**src/rtl/downcounter_arbiter.sv**
```systemverilog
// Round-robin arbiter sharing one down-counter between two requesters.
// The owner gets its value loaded, counts to zero, then a done pulse.
module downcounter_arbiter #(
   parameter int WIDTH = 4
) (
   input  logic             clk,
   input  logic             reset,
   input  logic             req0,
   input  logic [WIDTH-1:0] val0,
   input  logic             req1,
   input  logic [WIDTH-1:0] val1,
   input  logic             pause,
   output logic             gnt0,
   output logic             gnt1,
   output logic             done0,
   output logic             done1,
   output logic             busy,
   output logic [WIDTH-1:0] q
);

   typedef enum logic [1:0] {
      IDLE  = 2'd0,
      COUNT = 2'd1,
      DONE  = 2'd2
   } state_t;

   state_t           state_q, state_d;
   logic [WIDTH-1:0] cnt_q, cnt_d;
   logic             gnt0_q, gnt0_d;
   logic             gnt1_q, gnt1_d;
   logic             done0_q, done0_d;
   logic             done1_q, done1_d;
   logic             last_q, last_d;
   logic             win1;

   // last_q=1 means requester 1 was served last, so 0 wins a tie
   assign win1 = req1 & (~req0 | ~last_q);

   always_ff @(posedge clk or posedge reset) begin
      if (reset) begin
         state_q <= IDLE;
         cnt_q   <= '0;
         gnt0_q  <= 1'b0;
         gnt1_q  <= 1'b0;
         done0_q <= 1'b0;
         done1_q <= 1'b0;
         last_q  <= 1'b1;
      end else begin
         state_q <= state_d;
         cnt_q   <= cnt_d;
         gnt0_q  <= gnt0_d;
         gnt1_q  <= gnt1_d;
         done0_q <= done0_d;
         done1_q <= done1_d;
         last_q  <= last_d;
      end
   end

   always_comb begin
      state_d = state_q;
      cnt_d   = cnt_q;
      gnt0_d  = gnt0_q;
      gnt1_d  = gnt1_q;
      done0_d = 1'b0;
      done1_d = 1'b0;
      last_d  = last_q;
      unique case (state_q)
         IDLE: begin
            if (req0 | req1) begin
               gnt0_d  = ~win1;
               gnt1_d  = win1;
               cnt_d   = win1 ? val1 : val0;
               state_d = COUNT;
            end
         end
         COUNT: begin
            if (!pause) begin
               if (cnt_q != '0) begin
                  cnt_d = cnt_q - WIDTH'(1);
               end else begin
                  state_d = DONE;
                  gnt0_d  = 1'b0;
                  gnt1_d  = 1'b0;
                  done0_d = gnt0_q;
                  done1_d = gnt1_q;
                  last_d  = gnt1_q;
               end
            end
         end
         DONE: begin
            state_d = IDLE;
         end
         default: begin
            state_d = IDLE;
            gnt0_d  = 1'b0;
            gnt1_d  = 1'b0;
         end
      endcase
   end

   assign gnt0  = gnt0_q;
   assign gnt1  = gnt1_q;
   assign done0 = done0_q;
   assign done1 = done1_q;
   assign busy  = (state_q != IDLE);
   assign q     = cnt_q;

endmodule

```
**config.mk**
```make
export PLATFORM = sky130hd
export DESIGN_NAME = downcounter_arbiter
export DESIGN_NICKNAME = d
export VERILOG_FILES = /design/src/rtl/downcounter_arbiter.sv
export SDC_FILE = /design/constraint.sdc
export NUM_CORES = 1
export LEC_CHECK = 0
export CAP_MARGIN = 20
export CORE_MARGIN = 3
export CORE_UTILIZATION = 34
export CTS_CLUSTER_DIAMETER = 200
export DETAILED_ROUTE_END_ITERATION = 8
export GPL_ROUTABILITY_DRIVEN = 0
export SYNTH_ARGS = -nofsm -noshare
export SYNTH_HDL_FRONTEND = slang
export SYNTH_SLANG_ARGS = --single-unit
```
**constraint.sdc**
```tcl
create_clock -name clk -period 2.15 [get_ports clk]
set_input_delay 0.215 -clock clk [delete_from_list [all_inputs] [get_ports clk]]
set_output_delay 0.215 -clock clk [all_outputs]
set_load 0.005 [all_outputs]
```
==> results of run 1 <==
[flip-flops by register name, summed over array words and instances, names as in the netlist]
name,flops
done1,1
done0,1
q,4
gnt0,1
last_q,1
gnt1,1
state_q,2
[power groups by stage]
stage	Clock (mW)	Combinational (mW)	Sequential, mW
finish	0.134	0.623	0.401
global route	0.154	0.689	0.414
CTS	0.141	0.628	0.400
detailed placement	0	0.626	0.403
global placement	0	0.621	0.399
floorplan	0	0.426	0.373
[path summary, 6_finish.rpt]
path | startpoint | endpoint | slack (ns)
min | reset | gnt0 | 0.24
max reg2reg | q[0] | q[3] | 0.28
min reg2reg | last_q | last_q | 0.52
max in group asynchronous | reset | last_q | 1.59
max | q[0] | q[3] | 0.28
min in group clk | last_q | last_q | 0.52
[final cells by class]
cell class	count	area, um2	area share
clock buffers	4	26.3	0.0297
inverters	8	30.0	0.0340
multi-input cells	39	310	0.351
flip-flops and latches	11	277	0.313
well taps	24	30.0	0.0340
repair buffers	21	210	0.238
[cell usage in the layout (no fill, tap or decap)]
cell type | netlist | final
a211o_1 | 1 | 1
a21boi_2 | 1 | 1
a21o_2 | 1 | 1
a21oi_1 | 3 | 3
a221o_1 | 1 | 1
a221oi_1 | 1 | 1
a22oi_1 | 1 | 1
and2_1 | 1 | 1
clkbuf_1 | 0 | 1
clkbuf_4 | 0 | 3
clkdlybuf4s50_1 | 0 | 21
dfrtp_1 | 10 | 10
dfstp_2 | 1 | 1
ha_1 | 1 | 1
inv_1 | 8 | 8
mux2_2 | 1 | 1
mux2i_1 | 5 | 5
nand2_1 | 4 | 4
nand2_4 | 1 | 1
nand3_1 | 1 | 1
nor2_1 | 1 | 1
nor3_1 | 4 | 4
nor3_2 | 1 | 1
nor4_1 | 1 | 1
o211ai_4 | 1 | 1
o21ai_0 | 1 | 1
o21bai_1 | 1 | 1
o22ai_1 | 1 | 1
o2bb2ai_1 | 1 | 1
o32ai_1 | 1 | 1
or3_4 | 1 | 1
or3b_4 | 1 | 1
xnor2_1 | 1 | 1
[critical path, stage by stage (launching register included)]
cell and delay (ns):
dfrtp_1 0.43, inv_1 0.08, ha_1 0.17, or3b_4 0.42
o211ai_4 0.29, mux2_2 0.37
[logic make-up after synthesis]
| kind of cell | count (synthesis) | share of synthesized area |
|---|---|---|
| AND/OR/NAND/NOR | 16 | 0.159 |
| AO/OA/AOI/OAI | 15 | 0.202 |
| flip-flops | 11 | 0.438 |
| buffers and inverters | 9 | 0.0694 |
| multiplexers | 6 | 0.0972 |
| XOR/XNOR | 1 | 0.0139 |
| adder cells (fa/ha/maj) | 1 | 0.0198 |
[metal layers]
layer  part of all wire  global-route usage  vias to the layer above
met3              0.041              0.0550                        2
met4             0.0072              0.0427                        0
met5                  0                   0                        -
li1                   -                   -                      261
met2               0.48               0.194                       16
met1               0.47               0.158                      262
[through the flow]
| step | cell area (um2) | worst slack (ns) |
|---|---|---|
| after floorplan | 631 | 0.391 |
| after global placement | 857 | 0.341 |
| after detailed placement | 857 | 0.292 |
| after CTS | 883 | 0.279 |
| after global routing | 883 | 0.205 |
| final | 883 | 0.276 |
==> flow_metrics.tcl, run 1 <==
set metrics [dict create \
    cts_root_buf "clkbuf_4" \
    hold_buffers 0 \
    clkSlewWorstSetupHoldPaths_ns 0.06 \
    rsz0062_at_grt "no" \
    rows 14 \
    die_width_um 49.1 \
    num_io_pins 22 \
    htree_num_levels 1 \
    required_ns 2.30 \
    drtIter0Drc 7 \
    syn_to_final_growth_pct 40.1 \
    p_int_mw 0.717 \
    ys_types 31 \
    dieArea_um2 2410 \
    die_y_um 49.1 \
    grt_start_max_net_pins 12 \
    max-vdd-ir-drop_v 0.000656 \
    antenna_found_initial 0 \
    pwr-share-comb 0.538 \
    switching_power_mw 0.440 \
    utilization 0.542 \
    pwr-share-clk 0.115 \
    stdcell_count 107 \
    synth.avg_cell_area_um2 10.7 \
    synthFlopType "dfrtp_1" \
    initial_utilization 0.387 \
    status "complete, no violations" \
    ctsResizeCount 0 \
    grt_pass1_vias 535 \
    synth_area_leaders "dfrtp_1 (40%), mux2i_1 (7.9%), inv_1 (4.8%), dfstp_2 (4.2%), o211ai_4 (3.4%)" \
    design.core.area_um2 1630 \
    syn-cell-area_um2 631 \
    cp_max_fo 7 \
    switching_share 0.380 \
    place_inst 103 \
    globalRouteTotalUtil 0.127 \
    end_kind "flop" \
    p_total_mw 1.16 \
    worst_pin_slew_ns 0.440 \
    cts_setup_buffers 0 \
    ys_seq_area_frac 0.438 \
    reg2reg_depth 5 \
    drive_above_1_share 0.145 \
    ys.warnings.count 0 \
    drv_cap 0 \
    cts_tree "built" \
    nets 98 \
    grt_overflow 0 \
    setup_violations 0 \
    postRouteAntennaNets 0 \
    drt-wirelength-per-cell_um 13.0 \
    dp_hpwl_mm 1.13 \
    seq_power_share 0.347 \
    ys_ff_latch 11 \
    ys_async_sr_fraction 1.00 \
    cts_made_buffers 3 \
    crit_arrival_ns 2.02 \
    syn_nets 73 \
    synth_top_area_frac 0.397 \
    leakagePower_nw 0.380 \
    grt_pass1_wl_mm 2.33 \
    vias 541 \
    yosysTopAreaCell "dfrtp_1" \
    maxSlewViolCount 0 \
    relSlewSlack 0.707 \
    drc_errors 0 \
    synth-edff-count 0 \
    numClockSinks 11 \
    cts_buffer_depth 2 \
    via_per_inst 5.06 \
    cp-start-kind "flop" \
    clkLatencyLatePin_ns 0.26 \
    dr.pass1.iters 4 \
    fill_cells 150 \
    finalHoldViolations 0 \
    routed_wl_mm 1.39 \
    holdWs_ns 0.240 \
    crit_type "flop to flop" \
    n_antenna_cell 0 \
    port_buffers 21 \
    netlist_top_cells_count "dfrtp_1 (10), inv_1 (8), mux2i_1 (5)" \
    synth_cells 59 \
    finalCritPeriodShare 0.871 \
    min_path_type "input pin to asynchronous set/reset pin" \
    fin_crit_ns 1.87 \
    yosysMostFrequentCell "dfrtp_1" \
    finClkSkew_ns 0.00154 \
    power_density_nw_per_um2 1310 \
    finalSetupTns_ns 0 \
    fmax_mhz 534 \
]
No activity file was read; power rests on OpenSTA's default activity.
==> run 2, diff against run 1 <==
- CORE_UTILIZATION: 34 -> 43
- PLACE_DENSITY: not set -> 0.77
==> flow_metrics.tcl, run 2 (synthesized netlist as in run 1, its figures left out) <==
set metrics [dict create \
    register_area_um2 277 \
    r2r_slack_ns 0.32 \
    finalSetupTns_ns 0 \
    cp_max_fo 7 \
    syn_to_final_growth_pct 38.3 \
    dieArea_um2 1960 \
    vias 527 \
    grt_overflow 0 \
    finClkSkew_ns 0.00471 \
    max-vdd-ir-drop_v 0.00105 \
    end_kind "flop" \
    worst_pin_slew_ns 0.421 \
    ctsResizeCount 0 \
    drt-wirelength-per-cell_um 13.3 \
    cts_tree "built" \
    cts_made_buffers 3 \
    drv_cap 0 \
    initial_utilization 0.473 \
    dp_hpwl_mm 1.07 \
    rsz0062_at_grt "no" \
    routed_wl_mm 1.30 \
    n_antenna_cell 0 \
    postRouteAntennaNets 0 \
    fmax_mhz 546 \
    design.core.area_um2 1330 \
    fin_crit_ns 1.83 \
    numClockSinks 11 \
    relSlewSlack 0.719 \
    finalHoldViolations 0 \
    grt_start_max_net_pins 12 \
    die_width_um 44.3 \
    drive_above_1_share 0.145 \
    crit_arrival_ns 1.99 \
    nets 98 \
    grt_pass1_vias 504 \
    mostFrequentLayoutCell "clkdlybuf4s50_1" \
    cts_root_buf "clkbuf_4" \
    multi_input_area_um2 310 \
    antenna_found_initial 0 \
    required_ns 2.31 \
    maxSlewViolCount 0 \
    slowest_delay_ns 0.43 \
    power_density_nw_per_um2 1310 \
    htree_num_levels 1 \
    dr.pass1.iters 4 \
    clkSlewWorstSetupHoldPaths_ns 0.06 \
    setup_violations 0 \
    via_per_inst 5.38 \
    finalCritPeriodShare 0.853 \
    hold_buffers 0 \
    rows 13 \
    status "complete, no violations" \
    cts_setup_buffers 0 \
    min_path_type "input pin to asynchronous set/reset pin" \
    postPlaceCellArea_um2 846 \
    port_buffers 21 \
    leakagePower_nw 0.380 \
    slowest_stage "dfrtp_1" \
    globalRouteTotalUtil 0.157 \
    num_io_pins 22 \
    cp-start-kind "flop" \
    cp_cell_sequence "inv_1 -> ha_1 -> or3b_4 -> o211ai_4 -> mux2_2" \
    grt_pass1_wl_mm 2.20 \
    cts_buffer_depth 2 \
    drc_errors 0 \
    fill_cells 114 \
    layout_common_cells "clkdlybuf4s50_1 (21), dfrtp_1 (10), inv_1 (8), mux2i_1 (5)" \
    die_y_um 44.3 \
    clkLatencyLatePin_ns 0.27 \
    crit_type "flop to flop" \
    drtIter0Drc 8 \
    final_area_um2 872 \
    largest_register_ffs 4 \
]
-- run 2: worst max-delay path, delay by kind of cell (launching register included) --
family | cells | cell delay, ns
adder cells (fa/ha/maj) | 1 | 0.17
AND/OR/NAND/NOR | 1 | 0.42
multiplexers | 1 | 0.36
buffers and inverters | 1 | 0.08
AO/OA/AOI/OAI | 1 | 0.27
flip-flops | 1 | 0.43
-- run 2: worst paths after layout --
path	from	endpoint	cells past startpoint
worst max-delay path	q[0]	q[3]	5
worst min-delay path	reset	done0	2
worst max register to register	q[0]	q[3]	5
worst min register to register	gnt0	done0	1
max in group asynchronous	reset	last_q	2
min in group clk	gnt0	done0	1
-- run 2: where the power goes --
group          total, mW  internal, mW  switching (mW)  leakage [nW]
Sequential         0.396         0.299          0.0966         0.135
Clock              0.135        0.0717          0.0628        0.0150
Combinational      0.616         0.345           0.271         0.229
Total               1.15         0.717           0.430         0.380
-- run 2: metrics by stage --
stage | total power, mW | setup WS [ns] | hold slack, ns | cells | util
detailed placement | 1.02 | 0.335 | 0.501 | 94 | 0.634
finish | 1.15 | 0.317 | 0.233 | 98 | 0.654
global route | 1.25 | 0.219 | 0.256 | 98 | 0.654
CTS | 1.16 | 0.326 | 0.236 | 98 | 0.654
floorplan | 0.798 | 0.391 | 0.0667 | 59 | -
global placement | 1.00 | 0.361 | 0.493 | 94 | 0.634
-- run 2: final cells by class --
class	count	share of cell area
Multi-Input combinational cell	39	0.356
Sequential cell	11	0.317
Timing Repair Buffer	21	0.241
Inverter	8	0.0344
Clock buffer	4	0.0301
Tap cell	15	0.0215
-- run 2: metal layers --
metal  track usage  routed length (um)  up-vias
li1              -                   -      260
met1         0.198                 589      246
met2         0.235                 603       17
met3        0.0732                  85        4
met4        0.0542                  25        0
met5             0                   0        -
==> run 3, diff against run 2 <==
- CORE_UTILIZATION: 43 -> 46
- PLACE_DENSITY: 0.77 -> 0.81
- clock period: 2.15 -> 2.4 ns (I/O delays scaled with it)
==> flow_metrics.tcl, run 3 (synthesized netlist as in run 1, its figures left out) <==
set metrics [dict create \
    status "complete, no violations" \
    slowest_stage "dfrtp_1" \
    fin_ws_ns 0.561 \
    dp_hpwl_mm 1.03 \
    numClockSinks 11 \
    postPlaceCellArea_um2 845 \
    grt_overflow 0 \
    grt_pass1_wl_mm 2.25 \
    finalCritPeriodShare 0.766 \
    drive_above_1_share 0.145 \
    clkSlewWorstSetupHoldPaths_ns 0.06 \
    grt_start_max_net_pins 12 \
    stdcell_count 97 \
    globalRouteTotalUtil 0.166 \
    maxSlewViolCount 0 \
    finalSetupTns_ns 0 \
    finalHoldViolations 0 \
    min_path_type "input pin to asynchronous set/reset pin" \
    dr.pass1.iters 5 \
    clkLatencyLatePin_ns 0.27 \
    ctsResizeCount 0 \
    nets 98 \
    initial_utilization 0.525 \
    rows 12 \
    crit_type "flop to flop" \
    cts_root_buf "clkbuf_4" \
    vias 539 \
    drc_errors 0 \
    routed_wl_mm 1.32 \
    die_width_um 43.0 \
    crit_arrival_ns 1.99 \
    fmax_mhz 544 \
    leakagePower_nw 0.380 \
    slowest_delay_ns 0.43 \
    cp_cell_sequence "inv_1 -> ha_1 -> or3b_4 -> o211ai_4 -> mux2_2" \
    mostFrequentLayoutCell "clkdlybuf4s50_1" \
    cts_made_buffers 3 \
    port_buffers 21 \
    postRouteAntennaNets 0 \
    worst_pin_slew_ns 0.422 \
    utilization 0.725 \
    htree_num_levels 1 \
    cts_buffer_depth 2 \
    post-place-ws_ns 0.554 \
    antenna_found_initial 0 \
    finClkSkew_ns 0.00491 \
    drv_cap 0 \
    power_density_nw_per_um2 1180 \
    drtIter0Drc 22 \
    place_inst 93 \
    cp-start-kind "flop" \
    cts_setup_buffers 0 \
    required_ns 2.56 \
    cts_tree "built" \
    final_area_um2 871 \
    setup_violations 0 \
    rsz0062_at_grt "no" \
    die_y_um 43.0 \
    grt_pass1_vias 499 \
    largest_register_ffs 4 \
    fin_crit_ns 1.84 \
    via_per_inst 5.56 \
    drt-wirelength-per-cell_um 13.6 \
    syn_to_final_growth_pct 38.1 \
    max-vdd-ir-drop_v 0.000681 \
    layout_common_cells "clkdlybuf4s50_1 (21), dfrtp_1 (10), inv_1 (8), mux2i_1 (5)" \
    design.core.area_um2 1200 \
    hold_buffers 0 \
    cp_max_fo 7 \
    n_antenna_cell 0 \
    num_io_pins 22 \
    end_kind "flop" \
    relSlewSlack 0.719 \
    dieArea_um2 1850 \
]
run 3: cell counts in the layout (fill, tap and decap cells not counted):
Identical to the previous run, type by type.
run 3: worst max-delay path, delay by kind of cell, from the launching register on:
| family | cells | cell delay [ns] |
|---|---|---|
| flops | 1 | 0.43 |
| simple gates | 1 | 0.42 |
| mux | 1 | 0.36 |
| compound gates | 1 | 0.27 |
| fa+ha+maj | 1 | 0.17 |
| buf+inv | 1 | 0.08 |
run 3: final cells by class:
type                            count  area (um2)
Clock buffer                        4        26.3
Fill cell                          96         330
Inverter                            8        30.0
Multi-Input combinational cell     39         310
Sequential cell                    11         277
Tap cell                           14        17.5
Timing Repair Buffer               21         210
run 3: stage by stage:
step / power (mW) / hold WS, ns
final: 1.03 / 0.262
after global routing: 1.11 / 0.289
after CTS: 1.04 / 0.278
after detailed placement: 0.913 / 0.492
after global placement: 0.902 / 0.500
after floorplan: 0.715 / 0.0917
run 3: report_power, final:
part / total (mW) / leakage (nW) / internal, mW / switching, mW
Sequential: 0.358 / 0.135 / 0.268 / 0.0896
Combinational: 0.550 / 0.229 / 0.310 / 0.241
Clock: 0.121 / 0.0150 / 0.0643 / 0.0567
run 3: routing by layer:
| layer | wire length, um | global-route usage | vias to the layer above |
|---|---|---|---|
| met5 | 0 | 0 | - |
| met4 | 14 | 0.0542 | 0 |
| met3 | 78 | 0.0763 | 2 |
| met2 | 637 | 0.243 | 19 |
| met1 | 585 | 0.215 | 254 |
| li1 | - | - | 264 |
run 3: path summary, 6_finish.rpt:
kind                        from     end  slack [ns]  depth (start not counted)
max                         q[0]    q[3]        0.56                          5
min                        reset    q[2]        0.26                          2
max reg2reg                 q[0]    q[3]        0.56                          5
min reg2reg                 gnt0   done0        0.50                          1
max in group asynchronous  reset  last_q        1.81                          2
min in group clk            gnt0   done0        0.50                          1
